File: src/rtl/ysyx_24070016_pkg.sv
// Shared types for the IF/ID boundary: buffer occupancy state and the fetch payload record.
package ysyx_24070016_pkg;

    localparam int unsigned IFID_PC_W   = 32;
    localparam int unsigned IFID_INST_W = 32;

    typedef enum logic [1:0] {
        EMPTY = 2'd0,
        ONE   = 2'd1,
        FULL  = 2'd2
    } ifid_state_e;

    typedef struct packed {
        logic [IFID_PC_W-1:0]   pc;
        logic [IFID_INST_W-1:0] inst;
        logic [IFID_PC_W-1:0]   dnpc;
    } ifid_payload_t;

endpackage

File: src/rtl/ysyx_24070016_if_id_perf.sv
// Transfer and stall counters for the IF/ID buffer; only built with YSYX_IFID_PERF_EN.
module ysyx_24070016_if_id_perf
    import ysyx_24070016_pkg::*;
(
    input  logic        clk,
    input  logic        rst,
    input  logic        xfer,
    input  logic        stall,
    output logic [31:0] perf_xfer_cnt,
    output logic [31:0] perf_stall_cnt
);

    logic [31:0] xfer_cnt_q, xfer_cnt_d;
    logic [31:0] stall_cnt_q, stall_cnt_d;

    // Counters wrap naturally; only reset clears them, flush does not.
    always_comb begin
        xfer_cnt_d  = xfer_cnt_q + {31'd0, xfer};
        stall_cnt_d = stall_cnt_q + {31'd0, stall};
    end

    always_ff @(posedge clk) begin
        if (rst) begin
            xfer_cnt_q  <= '0;
            stall_cnt_q <= '0;
        end else begin
            xfer_cnt_q  <= xfer_cnt_d;
            stall_cnt_q <= stall_cnt_d;
        end
    end

    assign perf_xfer_cnt  = xfer_cnt_q;
    assign perf_stall_cnt = stall_cnt_q;

endmodule

File: src/rtl/ysyx_24070016_if_id_buf.sv
// Two-entry skid buffer between IFU and IDU; ready is purely registered-state based.
// Optional performance counters are enabled with YSYX_IFID_PERF_EN.
module ysyx_24070016_if_id_buf
    import ysyx_24070016_pkg::*;
#(
    parameter int unsigned PC_W   = 32,
    parameter int unsigned INST_W = 32
) (
    input  logic              clk,
    input  logic              rst,
    input  logic              in_valid,
    output logic              in_ready,
    input  logic [PC_W-1:0]   in_pc,
    input  logic [INST_W-1:0] in_inst,
    input  logic [PC_W-1:0]   in_dnpc,
    output logic              out_valid,
    input  logic              out_ready,
    output logic [PC_W-1:0]   out_pc,
    output logic [INST_W-1:0] out_inst,
    output logic [PC_W-1:0]   out_dnpc,
    input  logic              flush
`ifdef YSYX_IFID_PERF_EN
    ,
    output logic [31:0]       perf_xfer_cnt,
    output logic [31:0]       perf_stall_cnt
`endif
);

    // Same layout as ifid_payload_t, but sized by this instance's parameters.
    typedef struct packed {
        logic [PC_W-1:0]   pc;
        logic [INST_W-1:0] inst;
        logic [PC_W-1:0]   dnpc;
    } payload_t;

    ifid_state_e state_q, state_d;
    payload_t    main_q, main_d;
    payload_t    skid_q, skid_d;
    payload_t    in_pl;
    logic        in_fire;
    logic        out_fire;

    assign in_pl     = '{pc: in_pc, inst: in_inst, dnpc: in_dnpc};
    assign in_ready  = !rst && (state_q != FULL);
    assign out_valid = (state_q != EMPTY);
    assign in_fire   = in_valid && in_ready;
    assign out_fire  = out_valid && out_ready;

    always_comb begin
        state_d = state_q;
        main_d  = main_q;
        skid_d  = skid_q;
        if (flush) begin
            // Redirect: anything held or arriving this cycle is wrong-path.
            state_d = EMPTY;
        end else begin
            case (state_q)
                EMPTY: begin
                    if (in_fire) begin
                        main_d  = in_pl;
                        state_d = ONE;
                    end
                end
                ONE: begin
                    if (in_fire && out_fire) begin
                        main_d = in_pl;
                    end else if (in_fire) begin
                        skid_d  = in_pl;
                        state_d = FULL;
                    end else if (out_fire) begin
                        state_d = EMPTY;
                    end
                end
                FULL: begin
                    if (out_fire) begin
                        main_d  = skid_q;
                        state_d = ONE;
                    end
                end
                default: state_d = EMPTY;
            endcase
        end
    end

    always_ff @(posedge clk) begin
        if (rst) begin
            state_q <= EMPTY;
            main_q  <= '0;
            skid_q  <= '0;
        end else begin
            state_q <= state_d;
            main_q  <= main_d;
            skid_q  <= skid_d;
        end
    end

    assign out_pc   = main_q.pc;
    assign out_inst = main_q.inst;
    assign out_dnpc = main_q.dnpc;

`ifdef YSYX_IFID_PERF_EN
    ysyx_24070016_if_id_perf u_perf (
        .clk            (clk),
        .rst            (rst),
        .xfer           (out_fire),
        .stall          (out_valid && !out_ready),
        .perf_xfer_cnt  (perf_xfer_cnt),
        .perf_stall_cnt (perf_stall_cnt)
    );
`endif

endmodule

File: config.mk
export PLATFORM = sky130hd
export DESIGN_NAME = ysyx_24070016_if_id_buf
export DESIGN_NICKNAME = d
export VERILOG_FILES = /design/src/rtl/ysyx_24070016_pkg.sv /design/src/rtl/ysyx_24070016_if_id_perf.sv /design/src/rtl/ysyx_24070016_if_id_buf.sv
export SDC_FILE = /design/constraint.sdc
export NUM_CORES = 1
export LEC_CHECK = 0
export BUFFER_PORTS_ARGS = -buffer_cell sky130_fd_sc_hd__clkbuf_2
export CORE_MARGIN = 2
export CORE_UTILIZATION = 31
export DETAILED_ROUTE_END_ITERATION = 7
export SLEW_MARGIN = 10
export SYNTH_ARGS = -nofsm -noshare
export SYNTH_HDL_FRONTEND = slang
export SYNTH_HIERARCHICAL = 1
export SYNTH_SLANG_ARGS = --single-unit
export TNS_END_PERCENT = 1
File: constraint.sdc
create_clock -name clk -period 1.9 [get_ports clk]
set_input_delay 0.38 -clock clk [delete_from_list [all_inputs] [get_ports clk]]
set_output_delay 0.38 -clock clk [all_outputs]
set_load 0.05 [all_outputs]
==> flow_summary.toml, run 1 <==
[critical_path]
critPathArrivalTime_ns = 1.45
slowest_stage = "dfxtp_4"
critical_path.endpoint_type = "primary output"
required_ns = 1.52
max_stage_delay_ns = 0.41
crit_type = "reg2out"
cp-start-kind = "flop"
crit_path_max_fanout = 31
crit_chain = "buf_12 > or2_4 > clkbuf_8"

[placed_design]
gp_congestion = 0.754
dp_slack_ns = 0.0398
numPortBuffers = 198
dp_hpwl_um = 15900

[timing]
post-route-period-util = 0.961
period_needed_ns = 1.83
fin_ws_ns = 0.0740
tns_ns = 0
fmax_mhz = 548
slew_violations = 0
finalSetupViolations = 0
rsz0062_at_grt = "no"
worst_pin_slew_ns = 0.524
skew_ns = 0.0113
finalHoldViolCount = 0
maxSlewHeadroom = 0.646

[run]
drv_cap = 0

[power]
leakagePower_nw = 4.47
power_density_nw_per_um2 = 822
peakVddDrop_mv = 0.489

[die]
rows = 62
io_pins = 199
die_area_um2 = 30100
die_x_um = 173
die_height_um = 173
initial_core_util = 0.312
fp.coreArea_um2 = 28500

[logic_synthesis]
synth_fp_nets = 1107
synth.avg_cell_area_um2 = 8.84
ys_ff_latch = 194
syn_inst = 1006
yosysWarnings = 6
synth.cell_area_um2 = 8900
seq_area_frac_synth = 0.437
yosys.cell_types.count = 26

[clock_tree]
cts_tree = "yes"
clock_insertion_delay_worst_skew_ns = 0.44
clk_pin_slew_ns = 0.08
htreeDepth = 4
cts-buffers-inserted = 17
clock_path_buffers = 2
root_buffer = "clkbuf_16"
clock_sinks = 194

[detailed_routing]
wirelength_um = 27300
ant_nets = 0
wl_per_cell_um = 17.7
avgViaCountPerCell = 5.21
route.vias.total = 8048
dr.first_iter.drc_count = 558
drc = 0
first_pass_iters = 5

[final_layout]
multi_input_area_um2 = 4520
final_nets = 1249
nFillCells = 2909
area_growth_pct = 24.1
register_area_um2 = 3890
drive_gt1_frac = 0.326

[grt]
grt_pass1_wl_um = 43500
overflow = 0
grt_antenna_before_repair = 1
grt_pass1_vias = 7807
grt_max_degree = 97
grt_usage = 0.179

[min_path]
hp-class = "in2reg"

[run_status]
status = "finished clean"
-- synthesized netlist by cell type (all sizes together) --
| cell type | instances | area share |
|---|---|---|
| inv | 2 | 0.00084 |
| buf | 56 | 0.033 |
| or2 | 1 | 0.00070 |
| o31ai | 1 | 0.00084 |
| o211a | 1 | 0.0011 |
| mux2i | 97 | 0.11 |
| nor2b | 2 | 0.0014 |
| o211ai | 96 | 0.081 |
| or3b | 99 | 0.097 |
| nor4 | 1 | 0.00070 |
| dfxtp | 194 | 0.44 |
| nor3b | 2 | 0.0028 |
| nor4b | 1 | 0.00098 |
| and3b | 1 | 0.00098 |
| clkbuf | 62 | 0.026 |
| nand3 | 96 | 0.054 |
| o21ai | 96 | 0.054 |
| nor2 | 2 | 0.00084 |
| nand2 | 97 | 0.041 |
| nor4bb | 1 | 0.0011 |
| a21oi | 98 | 0.055 |
-- worst paths after layout --
kind | start | end | slack [ns] | depth (start not counted)
setup reg to reg | state_q[0] | skid_q[57] | 0.09 | 5
hold reg to reg | out_dnpc[12] | out_dnpc[12] | 0.46 | 2
setup / recovery | state_q[1] | out_valid | 0.07 | 3
hold / removal | in_inst[9] | skid_q[41] | 0.18 | 3
-- per-stage QoR --
step           cells  cell area, um2   util  hold WS (ns)  total power [W]
2_1_floorplan   1006            8900      -         0.455          0.00514
3_3_place_gp    1510           10400  0.364         0.445          0.00560
3_5_place_dp    1510           10400  0.364         0.452          0.00560
4_1_cts         1545           11000  0.388         0.162          0.00917
5_1_grt         1545           11000  0.388         0.177          0.00942
6_report        1546           11000  0.388         0.182          0.00908
-- cells in the final DEF, fill, tap and decap left out, types with 2 or more instances in the layout --
cell type,netlist,final
a21oi_1,98,98
buf_12,0,15
buf_4,1,27
bufbuf_16,0,2
clkbuf_16,0,17
clkbuf_2,0,195
clkbuf_8,0,3
clkinv_4,0,3
clkinvlp_4,0,4
dfxtp_1,194,192
dfxtp_4,0,2
inv_6,0,4
inv_8,0,3
mux2i_1,97,97
nand2_1,97,97
nand3_1,96,96
nor3b_4,0,2
o211ai_1,96,96
o21ai_1,96,96
or3b_1,4,2
or3b_2,95,95
or3b_4,0,2
-- area by class of cell --
type / instances / area share
multi-input combinational: 692 / 0.409
tap: 384 / 0.0435
inverter: 2 / 0.00113
clock inverter: 14 / 0.0110
sequential: 194 / 0.352
antenna: 1 / 0.000227
timing repair buffer: 241 / 0.142
clock buffer: 18 / 0.0398
-- metal layers --
metal,wire (um),up-vias,track usage,share of wire
li1,-,3927,-,-
met1,12500,3909,0.232,0.46
met2,13200,176,0.299,0.48
met3,958,36,0.0274,0.035
met4,716,0,0.0717,0.026
met5,0,-,0,0
-- critical path, delay by kind of cell, from the launching register on --
family | cells | cell delay (ns)
AND/OR/NAND/NOR | 1 | 0.24
buffers and inverters | 2 | 0.35
flip-flops | 1 | 0.41
-- power by group --
group	internal [W]	switching [W]
sequential	0.00417	0.0000656
combinational	0.000412	0.000885
clock	0.00176	0.00179
-- kinds of logic (layout without fill, tap and decap cells) --
logic type	count (synthesis)	count (layout)	share of synthesized area
buffers and inverters	120	275	0.0602
flip-flops	194	194	0.437
multiplexers	97	97	0.109
AO/OA/AOI/OAI	292	292	0.192
other	0	1	0
AND/OR/NAND/NOR	303	303	0.202
-- sequential cells by signal, summed over array words and instances (netlist names) --
| signal | flops |
|---|---|
| state_q | 2 |
| skid_q | 96 |
| out_dnpc | 32 |
| out_inst | 32 |
| out_pc | 32 |
-- what timing repair did --
item	4_1_cts	5_1_grt
buffers inserted	1	0
hold endpoints to repair	0	0
hold buffers	0	0
gates resized for setup	11	0
setup endpoints to repair	2	0
Power figures use the tool's default switching activity.
==> inputs of run 2 (changes only) <==
REMOVE_ABC_BUFFERS = 1   (was not set)
==> run 2 against run 1 <==
First-iteration DRC count increased by 4.7%. Clock-buffer cell count increased by 1. Largest cell class unchanged. Critical path type unchanged. Sequential share of layout area decreased by 0.12 points. Largest power group unchanged. Highest routed layer is now met5.
==> flow_summary.toml, run 2 (synthesized netlist as in run 1, its figures left out) <==
[timing]
fmax_mhz = 542
skew_ns = 0.0125
maxSlewHeadroom = 0.647
finalHoldViolCount = 0
worst_pin_slew_ns = 0.530
finalSetupViolations = 0
post-route-period-util = 0.970
period_needed_ns = 1.84
slew_violations = 0

[critical_path]
cp-start-kind = "flop"
critPathArrivalTime_ns = 1.46
required_ns = 1.52
crit_path_max_fanout = 15
crit_type = "reg2out"
critical_path.endpoint_type = "primary output"
rrSetupSlack_ns = 0.08
rr_worst_depth = 6
rr_startpoint = "state_q[1]"
reg2reg_to = "out_pc[30]"

[clock_tree]
clock_sinks = 194
root_buffer = "clkbuf_16"
htreeDepth = 4
cts-buffers-inserted = 17
cts_tree = "yes"
clock_path_buffers = 2
clock_insertion_delay_worst_skew_ns = 0.44
clk_pin_slew_ns = 0.08

[min_path]
whs_endpoint = "state_q[1]"
hp-start = "out_ready"
hp-class = "in2reg"
hold_depth = 2

[run]
drv_cap = 0

[detailed_routing]
drc = 0
ant_nets = 0
route.vias.total = 8130
dr.first_iter.drc_count = 584
avgViaCountPerCell = 5.27
wirelength_um = 26900
wl_per_cell_um = 17.4
first_pass_iters = 5

[final_layout]
final_nets = 1247
drive_gt1_frac = 0.325
largest_reg_flops = 96
area_growth_pct = 24.5
regMostFlops = "skid_q"
nFillCells = 2952
layout_commonest_cell = "clkbuf_2"
stdcell_area_um2 = 11100
layout_common_cells = "clkbuf_2 (196), dfxtp_1 (192), a21oi_1 (98)"
utilization = 0.389

[die]
die_height_um = 173
fp.coreArea_um2 = 28500
io_pins = 199
die_x_um = 173
initial_core_util = 0.312
rows = 62
die_area_um2 = 30100

[grt]
overflow = 0
grt_pass1_vias = 7518
grt_pass1_wl_um = 42300
grt_max_degree = 97
grt_antenna_before_repair = 2
grt_usage = 0.175

[placed_design]
dp_hpwl_um = 15500
numPortBuffers = 198
place_area_um2 = 10300
gp_congestion = 0.705

[power]
leakagePower_nw = 4.49
power_density_nw_per_um2 = 822
peakVddDrop_mv = 0.474

[run_status]
status = "finished clean"
[run 2: cell count changes in the layout (fill, tap and decap cells not counted), moves of 2 or more]
cell        previous run  this run
inv_6                  4         6
buf_8                  0         3
clkinvlp_4             4         0
buf_4                 27        21
buf_16                 0         2
[run 2: where the power goes]
group | internal, W | switching (W) | total (W) | leakage (nW)
combinational | 0.000403 | 0.000881 | 0.00128 | 2.64
sequential | 0.00417 | 0.0000606 | 0.00423 | 1.57
clock | 0.00180 | 0.00179 | 0.00359 | 0.285
total | 0.00638 | 0.00273 | 0.00910 | 4.49
[run 2: worst max path at each step]
stage	from	slack (ns)	cells after the start	endpoint
3_3_place_gp	in_valid	0.07	6	out_inst[18]
4_1_cts	state_q[0]	-0.02	4	in_ready
5_1_grt	state_q[1]	-0.003	6	out_inst[25]
2_1_floorplan	state_q[1]	-10.63	3	out_dnpc[0]
6_report	state_q[1]	0.06	4	in_ready
3_5_place_dp	in_valid	-0.007	6	out_pc[25]
[run 2: routing by layer]
layer | track usage | routed length, um | share of wire
met4 | 0.0590 | 583 | 0.022
met2 | 0.267 | 12200 | 0.45
met1 | 0.244 | 12600 | 0.47
met5 | 0 | 13 | 0.00048
met3 | 0.0388 | 1550 | 0.058
[run 2: stage by stage]
stage	setup WS, ns	hold slack (ns)	TNS [ns]	power, W	cells
after global routing	-0.00257	0.141	-0.00257	0.00949	1544
after CTS	-0.0151	0.115	-0.0297	0.00922	1538
after detailed placement	-0.00697	0.452	-0.00809	0.00559	1501
after global placement	0.0653	0.446	0	0.00558	1501
final	0.0565	0.142	0	0.00910	1544
after floorplan	-10.63	0.448	-1297.46	0.00517	888
[run 2: what timing repair did]
item / in CTS / in global routing
setup endpoints to repair: 2 / 18
resized for setup: 11 / 9
hold buffers: 0 / 0
pin swaps: 0 / 1
cloned: 2 / 1
buffers inserted: 3 / 4
[run 2: critical path, cell delays in order, from the launching register on]
cell and delay, ns:
dfxtp_4 0.41, buf_16 0.16, nor2b_4 0.19, nor2_1 0.06, buf_4 0.19
[run 2: layout make-up]
class / instances / area (um2) / area share
Clock buffer: 19 / 453 / 0.0409
Inverter: 2 / 12.5 / 0.00113
Clock inverter: 13 / 118 / 0.0106
Antenna cell: 1 / 2.50 / 0.000226
Timing Repair Buffer: 239 / 1600 / 0.144
Multi-Input combinational cell: 692 / 4520 / 0.408
Tap cell: 384 / 480 / 0.0434
Sequential cell: 194 / 3890 / 0.351
